<file path="config.mk">
export PLATFORM = sky130hd
export DESIGN_NAME = fp_multiplier_seq
export DESIGN_NICKNAME = d
export VERILOG_FILES = /design/src/rtl/fp_multiplier_seq.sv
export SDC_FILE = /design/constraint.sdc
export NUM_CORES = 1
export LEC_CHECK = 0
export CORE_UTILIZATION = 35
export CTS_CLUSTER_DIAMETER = 50
export DETAILED_ROUTE_END_ITERATION = 12
export GPL_TIMING_DRIVEN = 0
export MAX_ROUTING_LAYER = met4
export SLEW_MARGIN = 15
export SYNTH_ARGS = -nofsm -noshare
export SYNTH_HDL_FRONTEND = slang
export SYNTH_SLANG_ARGS = --single-unit
</file>
<file path="constraint.sdc">
create_clock -name clk -period 9.2 [get_ports clk]
set_clock_uncertainty 0.1 [all_clocks]
set_input_delay 0.92 -clock clk [delete_from_list [all_inputs] [get_ports clk]]
set_output_delay 0.92 -clock clk [all_outputs]
set_load 0.02 [all_outputs]
</file>
<file path="src/rtl/fp_multiplier_seq.sv">
`default_nettype none
// ============================================================================
//  Module      : fp_multiplier_seq
//  Description : Sequential single-precision multiplier (1/8/23, bias 127).
//                Radix-2 shift-add mantissa product over 24 enabled steps.
//                Results are truncated, with no denormals. An exponent field
//                of zero means zero. The CPU holds run, x and y high/stable
//                while stall is asserted.
//  Revision    : 1.0  initial release
// ============================================================================
module fp_multiplier_seq (
    input  logic        clk,
    input  logic        rst,      // asynchronous, active-low
    input  logic        ce,
    input  logic        run,
    input  logic [31:0] x,
    input  logic [31:0] y,
    output logic        stall,
    output logic [31:0] z
);

    // Step counter value at which the product is complete and held.
    localparam logic [4:0]  c_S_DONE = 5'd25;
    localparam logic [9:0]  c_BIAS   = 10'd127;

    logic [4:0]  s_q, s_d;
    logic [47:0] p_q, p_d;

    logic [23:0] w_mx;
    logic [24:0] w_sum;
    logic [7:0]  w_xe, w_ye;
    logic [9:0]  w_e;
    logic [22:0] w_f;
    logic        w_s;

    // Multiplicand with hidden bit, and one shift-add step on the partial product.
    always_comb begin
        w_mx  = {1'b1, x[22:0]};
        w_sum = {1'b0, p_q[47:24]} + (p_q[0] ? {1'b0, w_mx} : 25'd0);
    end

    // Next-state: counter advances while run is high; P loads at S=0, steps at S=1..24.
    always_comb begin
        s_d = s_q;
        p_d = p_q;
        if (ce) begin
            if (!run) begin
                s_d = 5'd0;
            end else if (s_q != c_S_DONE) begin
                s_d = s_q + 5'd1;
                if (s_q == 5'd0) begin
                    p_d = {24'b0, 1'b1, y[22:0]};
                end else begin
                    p_d = {w_sum, p_q[23:1]};
                end
            end
        end
    end

    // State registers; reset clears counter and product immediately.
    always_ff @(posedge clk or negedge rst) begin
        if (!rst) begin
            s_q <= 5'd0;
            p_q <= 48'd0;
        end else begin
            s_q <= s_d;
            p_q <= p_d;
        end
    end

    // Stall mirrors run until the counter reaches its terminal value.
    always_comb begin
        stall = run & (s_q != c_S_DONE);
    end

    // Result assembly: normalise by P[47], signed 10-bit exponent, zero/underflow/overflow.
    always_comb begin
        w_xe = x[30:23];
        w_ye = y[30:23];
        w_s  = x[31] ^ y[31];
        w_e  = {2'b00, w_xe} + {2'b00, w_ye} - c_BIAS + {9'd0, p_q[47]};
        w_f  = p_q[47] ? p_q[46:24] : p_q[45:23];
        if ((w_xe == 8'd0) || (w_ye == 8'd0)) begin
            z = 32'd0;
        end else if (w_e[9] || (w_e == 10'd0)) begin
            z = 32'd0;
        end else if (w_e[8] || (w_e[7:0] == 8'hFF)) begin
            z = {w_s, 8'hFF, 23'd0};
        end else begin
            z = {w_s, w_e[7:0], w_f};
        end
    end

endmodule
`default_nettype wire

</file>
==> results of run 1 <==
## flip-flops by register name, summed over array words and instances (netlist names)
register / flops
s_q: 5
p_q: 48
## worst max-delay path by stage
stage	end	slack, ns	start
global route	z[10]	2.66	p_q[47]
CTS	z[9]	2.95	p_q[47]
global placement	z[9]	3.28	p_q[47]
floorplan	z[10]	4.48	p_q[47]
finish	z[9]	2.99	p_q[47]
detailed placement	z[10]	3.28	p_q[47]
## placed cells by master (no fill, tap or decap), types with 2 or more instances in the layout
| cell type | instances |
|---|---|
| mux2i_1 | 23 |
| clkdlybuf4s50_1 | 99 |
| nand3_1 | 8 |
| o21ai_0 | 21 |
| nor2_4 | 20 |
| a22o_1 | 19 |
| and2_1 | 27 |
| a31o_2 | 3 |
| a21oi_1 | 31 |
| a221oi_1 | 2 |
| nor2b_1 | 4 |
| o31ai_1 | 6 |
| a21boi_0 | 2 |
| dfrtp_1 | 53 |
| nor3_1 | 2 |
| xnor2_1 | 16 |
| a21o_1 | 5 |
| or3_1 | 4 |
| inv_1 | 14 |
| nor2_1 | 40 |
| nor3b_1 | 2 |
| o21a_1 | 7 |
| o221ai_1 | 2 |
| clkbuf_16 | 5 |
| ha_1 | 43 |
| and3_1 | 6 |
| nand2b_1 | 2 |
| a31oi_1 | 25 |
| nand4_1 | 4 |
| a211oi_1 | 4 |
| nor4_1 | 5 |
| nand2_1 | 80 |
| o211ai_1 | 2 |
| o21bai_1 | 3 |
| fa_1 | 2 |
| buf_12 | 2 |
| clkbuf_1 | 26 |
| xor2_1 | 15 |
## report_power, final
part | switching, mW | internal (mW)
clock network | 0.0896 | 0.102
logic | 0.429 | 0.340
registers | 0.0672 | 0.297
## cell type report
type | instances | area [um^2] | share of cell area
Multi-Input combinational cell | 454 | 3240 | 0.528
Inverter | 14 | 52.6 | 0.00856
Sequential cell | 53 | 1330 | 0.216
Clock buffer | 5 | 125 | 0.0204
Timing Repair Buffer | 100 | 998 | 0.163
Clock inverter | 3 | 25.0 | 0.00408
Buffer | 30 | 153 | 0.0249
Tap cell | 176 | 220 | 0.0359
## per-stage QoR
step,hold WS [ns],worst slack (ns)
2_1_floorplan,0.398,4.48
3_3_place_gp,0.424,3.28
3_5_place_dp,0.437,3.28
4_1_cts,0.440,2.95
5_1_grt,0.468,2.66
6_report,0.444,2.99
## logic make-up after synthesis
group,Yosys count,share of synthesized area
multiplexers,23,0.0483
flip-flops,53,0.278
XOR/XNOR,32,0.0627
AND/OR/NAND/NOR,209,0.233
adder cells (fa/ha/maj),45,0.121
buffers and inverters,44,0.0430
AO/OA/AOI/OAI,145,0.214
## critical path, stage by stage (launching register included)
cell and delay [ns]:
dfrtp_1 0.36, clkbuf_1 0.39, clkbuf_1 0.67, inv_1 0.11
ha_1 0.30, inv_1 0.03, ha_1 0.20, fa_1 0.41
a21o_1 0.21, a221oi_1 0.29, xor2_1 0.35, o41ai_2 0.17
or3_1 0.34, buf_6 0.15, buf_12 0.16, nor2_4 0.09
clkdlybuf4s50_1 0.63
## per-layer routing
layer  track usage  share of wire  wire length (um)  vias up
met1         0.276           0.51              6600     2078
met2         0.302           0.45              5860       91
met5             -              0                 0        -
li1              -              -                 -     2194
met4        0.0443          0.013               172        0
met3        0.0169          0.030               391       12
==> run metrics, run 1 <==
CTS Buffer Depth 2; endpoint type of the worst setup path output pin; num ports 101; yosys warns 0; Total Power 1.32 mW; Slew HR 0.406; Worst R2R End p_q[43]; Core Area 13200 um^2; first-pass GRT wire length 21800 um; Syn Area/Cell 8.66 um^2; Post-CTS Setup Inserts 0; Horiz. Die Dim 119 um; port buffer count 100; top-area cell type share of the netlist area 0.278; reg2reg path depth 10; run status completed; Non-Filler Instances 835; DP Area 5990 um^2; clk slew on worst S/H paths 0.08 ns; Routed WL per cell 15.6 um; Pins Over Slew Limit 0; crit share post-route 0.675; PD cells 216 nW/um^2; Post-synth top flop dfrtp_1; CTS tree built; H-Tree Depth 2; most frequent cell after synthesis nand2_1; Hold Vio Cnt, Final 0; Sink Count 53; Diodes inserted 0; arrival time worst endpoint 5.19 ns; DRT Pass-1 Iters 4; Root Buffer clkbuf_16; via/cell ratio 5.24; r2r startpoint p_q[0]; Hold WC Path Type reg2reg; Worst Path Required 8.18 ns; Core Util, Final 0.464; Static Leak 2.51 nW; number of global-route vias before repair 4299; syn nets 664; Fmax 0.161 GHz; Post-Syn Area 4770 um^2; die area 14100 um^2; Register-to-Register Setup Slack 5.75 ns; Synth cell types 57; setup TNS 0 ns; min Tclk post-route 6.21 ns; DRC viols 0; dpl hpwl 10500 um; hold path cells 2; max cap viols 0; Final setup viols 0; post-synthesis async set-or-reset flop share 1.00; setup repair after global routing missed its margin false; EDFF count, synth 0; die height 119 um; crit-path max FO 10; Routed WL 13000 um; post-cts repair resize count 0; cell area after layout 6140 um^2; TritonCTS Buffers 5; site row count 42; Total GRT Usage 0.195; dpl cells 827; clk_lat worst skew 0.30 ns; initial antenna violation count 0; Worst VDD drop 0.0000903 V; nets@finish 771; critical path class reg2out; post-synthesis sequential area ratio 0.278; total grt overflow 0; most frequent cells after synthesis nand2_1 (80), dfrtp_1 (53), ha_1 (43); pin count of the biggest net entering global routing 54; RD Place Congestion 0.859; Filler Cells Inserted 1324; hold wc startpoint p_q[21]; layout cells sized above 1 0.0683; post-route ant nets 0; Iter 0 DRT Violations 234; Slew @ Worst Pin 0.883 ns; Yosys reg bits 53; main area contributors after synthesis dfrtp_1 (28%), ha_1 (11%), nand2_1 (6.3%), mux2i_1 (4.8%), nor2_4 (4.7%); Worst Hold End p_q[20]; area leader, netlist dfrtp_1; Starting Density 0.360; hold buffers post-CTS 0; Mapped Cells 551; Via Count 4375; synthesis-to-layout area growth 28.7%; startpoint types register
Note: power is estimated with default switching activity, not from simulation.
==> inputs of run 2 (changes only) <==
==> constraint.sdc (replaced) <==
create_clock -name clk -period 5.35 [get_ports clk]
set_clock_uncertainty 0.1 [all_clocks]
set_input_delay 0.535 -clock clk [delete_from_list [all_inputs] [get_ports clk]]
set_output_delay 0.535 -clock clk [all_outputs]
set_load 0.02 [all_outputs]
==> run 2 against run 1 <==
Effect of this change: cell count shrank 0.12%; register-to-register slack lost 3.9 ns; worst setup slack lost 2.7 ns; critical path depth shrank 1; clock-buffer cell count is the same; via count shrank 0.53%; die area is the same; utilization is essentially flat; power grew 72%; non-clock buffer count shrank 1; first-iteration DRC count grew 5.1%; critical endpoint unchanged; largest cell class unchanged; highest routed layer unchanged.
==> run metrics, run 2 (synthesized netlist as in run 1, its figures left out) <==
number of global-route vias before repair 4286 (-0.30%); Fmax 0.198 GHz; Pins Over Slew Limit 0 (unchanged); max incr delay on CP 0.63 ns (-0.04 ns); Final setup viols 0 (unchanged); crit-path max FO 10 (unchanged); Routed WL per cell 15.6 um (about the same); DRT Pass-1 Iters 4 (unchanged); Worst VDD drop 0.000155 V (+71%); Min Hold Slack 0.174 ns (-0.270 ns); Iter 0 DRT Violations 246 (+5.1%); Diodes inserted 0 (unchanged); Core Area 13200 um^2 (unchanged); nets@finish 770 (-0.13%); dpl hpwl 10500 um (unchanged); biggest regs p_q: 48 flops, s_q: 5 flops; highest-delay cell along the critical path clkdlybuf4s50_1; Total GRT Usage 0.195 (about the same); Via Count 4352 (-0.53%); startpoint types primary input; Slew @ Worst Pin 0.890 ns (+0.00647 ns); Hold WC Path Type in2async; WP buf/inv 6 (-1); clk_lat worst skew 0.29 ns (about the same); RD Place Congestion 0.859 (unchanged); endpoint type of the worst setup path output pin; most frequent cells in the layout clkdlybuf4s50_1 (99), nand2_1 (80), dfrtp_1 (52), ha_1 (43), nor2_1 (40); Slew HR 0.402 (-0.00435); DRC viols 0 (unchanged); Worst Path Required 4.72 ns (-3.46 ns); CTS Buffer Depth 2 (unchanged); PD cells 371 nW/um^2 (+72%); initial antenna violation count 0 (unchanged); layout cells sized above 1 0.0714 (+0.00314); hold buffers post-CTS 0 (unchanged); setup TNS 0 ns (unchanged); Core Util, Final 0.464 (about the same); Non-Filler Instances 834 (-0.12%); Hold Vio Cnt, Final 0 (unchanged); site row count 42 (unchanged); min Tclk post-route 5.06 ns; die height 119 um (unchanged); Top reg by flops p_q; crit share post-route 0.946; CP Cell Sequence clkdlybuf4s50_1, inv_1, ha_1, inv_1, ha_1, fa_1, a21o_1, a221oi_1, xor2_1, o41ai_2, or3_1, buf_6, buf_12, nor2_4, clkdlybuf4s50_1; run status completed; H-Tree Depth 2 (unchanged); first-pass GRT wire length 21800 um (about the same); clk slew on worst S/H paths 0.08 ns (about the same); total grt overflow 0 (unchanged); most common cell after layout, fill and taps aside clkdlybuf4s50_1; Horiz. Die Dim 119 um (unchanged); Largest register FFs 48 (unchanged); arrival time worst endpoint 4.43 ns (-0.76 ns); via/cell ratio 5.22 (-0.41%); num ports 101 (unchanged); post-route ant nets 0 (unchanged); critical path class in2out; Static Leak 2.51 nW (about the same); dpl cells 827 (unchanged); setup repair after global routing missed its margin false; CP top delay family buffers and inverters; die area 14100 um^2 (unchanged); max cap viols 0 (unchanged); TritonCTS Buffers 5 (unchanged); Starting Density 0.360 (unchanged); Root Buffer clkbuf_16; CTS tree built; Routed WL 13000 um (-0.12%); pin count of the biggest net entering global routing 54 (unchanged); Post-CTS Setup Inserts 0 (unchanged); Sink Count 53 (unchanged); synthesis-to-layout area growth 28.8% (about the same); Total Power 2.28 mW (+72%); port buffer count 100 (unchanged)
-- run 2: cell types whose count changed in the layout (fill, tap and decap cells not counted), sizes merged --
cell,previous run,this run
clkbuf,31,29
buf,5,6
-- run 2: what timing repair did --
action | in CTS | in global routing
pin swaps | 0 | 1
gates resized for setup | 2 | 3
endpoints found under the hold margin | 0 | 0
setup endpoints to repair | 27 | 23
-- run 2: cell type report --
type / count / area, um^2
Multi-Input combinational cell: 454 / 3240
Clock buffer: 5 / 125
Clock inverter: 3 / 25.0
Fill cell: 1322 / 7100
Inverter: 14 / 52.6
Buffer: 29 / 156
Sequential cell: 53 / 1330
Timing Repair Buffer: 100 / 998
Tap cell: 176 / 220
-- run 2: path summary, 6_finish.rpt --
path | from | to | slack (ns) | cells after the start
setup / recovery | y[23] | z[9] | 0.29 | 15
hold / removal | rst | p_q[19] | 0.17 | 1
setup reg to reg | p_q[0] | p_q[43] | 1.90 | 10
hold reg to reg | p_q[21] | p_q[20] | 0.44 | 2
max in group asynchronous | rst | p_q[47] | 4.47 | 1
min in group clk | p_q[21] | p_q[20] | 0.44 | 2
-- run 2: routing by layer --
layer	GRT usage	vias to the layer above	share of wire
met2	0.302	75	0.45
li1	-	2194	-
met4	0.0443	0	0.014
met3	0.0169	12	0.028
met5	-	-	0
met1	0.276	2071	0.51
-- run 2: per-stage QoR --
step	instance area, um^2	setup WS [ns]
6_report	6140	0.288
5_1_grt	6140	0.0452
4_1_cts	6140	0.0298
3_5_place_dp	5990	-0.184
3_3_place_gp	5990	-0.186
2_1_floorplan	4770	1.01
-- run 2: report_power, final --
part / switching (mW) / internal, mW
logic: 0.735 / 0.585
registers: 0.118 / 0.511
clock network: 0.153 / 0.176
total: 1.01 / 1.27
==> inputs of run 3 (changes only) <==
--- a/config.mk
+++ b/config.mk
@@ -10,7 +10,6 @@
 export DETAILED_ROUTE_END_ITERATION = 12
 export GPL_TIMING_DRIVEN = 0
 export MAX_ROUTING_LAYER = met4
-export SLEW_MARGIN = 15
 export SYNTH_ARGS = -nofsm -noshare
 export SYNTH_HDL_FRONTEND = slang
 export SYNTH_SLANG_ARGS = --single-unit
==> run 3 against run 2 <==
Effect of this change: maximum frequency down 0.96%; wire length up 0.63%; worst hold slack lost 0.12 ns; combinational power barely moved; global-route usage up 0.18 points; first-iteration DRC count down 13%; sequential share of layout area is 0.070 points lower; critical endpoint is now z[8].
==> run metrics, run 3 (synthesized netlist as in run 1, its figures left out) <==
run status completed; via/cell ratio 5.32 (+1.9%); Non-Filler Instances 835 (+0.12%); pin count of the biggest net entering global routing 40 (-26%); biggest regs p_q: 48 flops, s_q: 5 flops; Iter 0 DRT Violations 214 (-13%); die area 14100 um^2 (unchanged); Slew @ Worst Pin 0.911 ns (+0.0214 ns); startpoint types primary input; r2r startpoint p_q[0]; total grt overflow 0 (unchanged); first-pass GRT wire length 22000 um (+0.88%); Hold WC Path Type in2async; Core Area 13200 um^2 (unchanged); Final WS setup 0.239 ns (-0.0492 ns); Pins Over Slew Limit 0 (unchanged); most common cell after layout, fill and taps aside clkdlybuf4s50_1; Horiz. Die Dim 119 um (unchanged); Fmax 0.196 GHz (-0.96%); reg2reg path depth 10 (unchanged); post-route ant nets 0 (unchanged); Root Buffer clkbuf_16; Worst VDD drop 0.000137 V (-11%); Final setup viols 0 (unchanged); Setup WS pre-CTS -0.239 ns (-0.0548 ns); Routed WL per cell 15.7 um (+0.51%); Core Util, Final 0.466 (+0.00151); max cap viols 0 (unchanged); Total GRT Usage 0.197 (+0.00181); Total Power 2.28 mW (about the same); dpl hpwl 10600 um (+1.3%); most frequent cells in the layout clkdlybuf4s50_1 (98), nand2_1 (80), dfrtp_1 (52), ha_1 (43), nor2_1 (40); num ports 101 (unchanged); Sequential Power Share 0.277 (about the same); Filler Cells Inserted 1330 (+0.61%); cell area after layout 6160 um^2 (+0.33%); critical path class in2out; port buffer count 100 (unchanged); DRC viols 0 (unchanged); Starting Density 0.360 (unchanged); Worst R2R End p_q[43]; Post-CTS Setup Inserts 0 (unchanged); endpoint type of the worst setup path output pin; nets@finish 771 (+0.13%); Slew HR 0.387 (-0.0144); DRT Pass-1 Iters 4 (unchanged); Diodes inserted 0 (unchanged); site row count 42 (unchanged); Worst Path Required 4.72 ns (about the same); DP Area 6010 um^2 (+0.29%); clk_lat worst skew 0.29 ns (about the same); arrival time worst endpoint 4.48 ns (+0.05 ns); Logic pwr share 0.581 (+0.002); Clock Power Share 0.143 (-0.002); Top reg by flops p_q; number of global-route vias before repair 4359 (+1.7%); Largest register FFs 48 (unchanged); Hold Vio Cnt, Final 0 (unchanged); TritonCTS Buffers 5 (unchanged); internal power 1.27 mW (about the same); CTS Buffer Depth 2 (unchanged); Sink Count 53 (unchanged); Via Count 4441 (+2.0%); H-Tree Depth 2 (unchanged); Register-to-Register Setup Slack 1.91 ns (about the same); Sw Pwr 1.01 mW (about the same); Routed WL 13100 um (+0.63%); CTS tree built; min Tclk post-route 5.11 ns (+0.0492 ns); crit-path max FO 10 (unchanged); die height 119 um (unchanged); crit share post-route 0.955 (+0.00920); RD Place Congestion 0.859 (unchanged); initial antenna violation count 0 (unchanged); PD cells 369 nW/um^2 (-0.30%); clk slew on worst S/H paths 0.07 ns (about the same); dpl cells 828 (+0.12%); synthesis-to-layout area growth 29.2%; Static Leak 2.54 nW (+1.0%); layout cells sized above 1 0.0728 (+0.00141); Switching Share 0.441 (about the same); setup repair after global routing missed its margin false
## run 3: cell types whose count changed in the layout (fill, tap and decap cells not counted)
cell | before | now
buf_12 | 2 | 3
buf_2 | 0 | 1
buf_4 | 1 | 0
clkdlybuf4s50_1 | 99 | 98
dlymetal6s2s_1 | 0 | 1
## run 3: timing repair
item / in CTS / in global routing
pin swaps: 0 / 1
gates resized for setup: 3 / 3
setup endpoints to repair: 27 / 20
hold endpoints to repair: 0 / 0
hold buffers: 0 / 0
## run 3: layer usage
metal,up-vias,GRT usage,share of wire
met5,-,-,0
met4,0,0.0419,0.012
met3,13,0.0203,0.030
met2,84,0.310,0.46
met1,2153,0.273,0.50
li1,2191,-,-
## run 3: worst max path at each step
| stage | to | slack (ns) | from | cells after the start |
|---|---|---|---|---|
| final | z[8] | 0.24 | y[23] | 15 |
| after global routing | z[10] | 0.03 | p_q[47] | 15 |
| after CTS | z[8] | 0.13 | p_q[47] | 15 |
| after detailed placement | z[10] | -0.24 | p_q[47] | 16 |
| after global placement | z[9] | -0.19 | p_q[47] | 16 |
| after floorplan | z[10] | 1.01 | p_q[47] | 16 |
## run 3: power by group through the flow
stage | Combinational (mW) | Clock (mW) | Sequential [mW]
floorplan | 0.952 | 0 | 0.592
global placement | 1.32 | 0 | 0.631
detailed placement | 1.33 | 0 | 0.636
CTS | 1.33 | 0.334 | 0.630
global route | 1.47 | 0.351 | 0.648
finish | 1.32 | 0.325 | 0.630
## run 3: critical path, stage by stage
cell,delay (ns)
clkdlybuf4s50_1,0.49
inv_1,0.06
ha_1,0.27
inv_1,0.04
ha_1,0.21
fa_1,0.40
a21o_1,0.22
a221oi_1,0.30
xor2_1,0.38
o41ai_2,0.17
or3_1,0.34
buf_6,0.15
buf_12,0.16
nor2_4,0.10
clkdlybuf4s50_1,0.63
## run 3: cell type report
| cell class | instances | area (um^2) | area share |
|---|---|---|---|
| multi-input combinational | 454 | 3240 | 0.525 |
| sequential | 53 | 1330 | 0.215 |
| timing repair buffer | 101 | 1020 | 0.165 |
| tap | 176 | 220 | 0.0357 |
| buffer | 29 | 156 | 0.0254 |
| clock buffer | 5 | 125 | 0.0203 |
| inverter | 14 | 52.6 | 0.00852 |
| clock inverter | 3 | 25.0 | 0.00406 |
## run 3: metrics by stage
step / hold slack (ns) / setup TNS (ns)
5_1_grt: 0.0650 / 0
6_report: 0.0499 / 0
3_5_place_dp: 0.370 / -4.73
2_1_floorplan: 0.139 / 0
4_1_cts: 0.0554 / 0
3_3_place_gp: 0.424 / -3.48
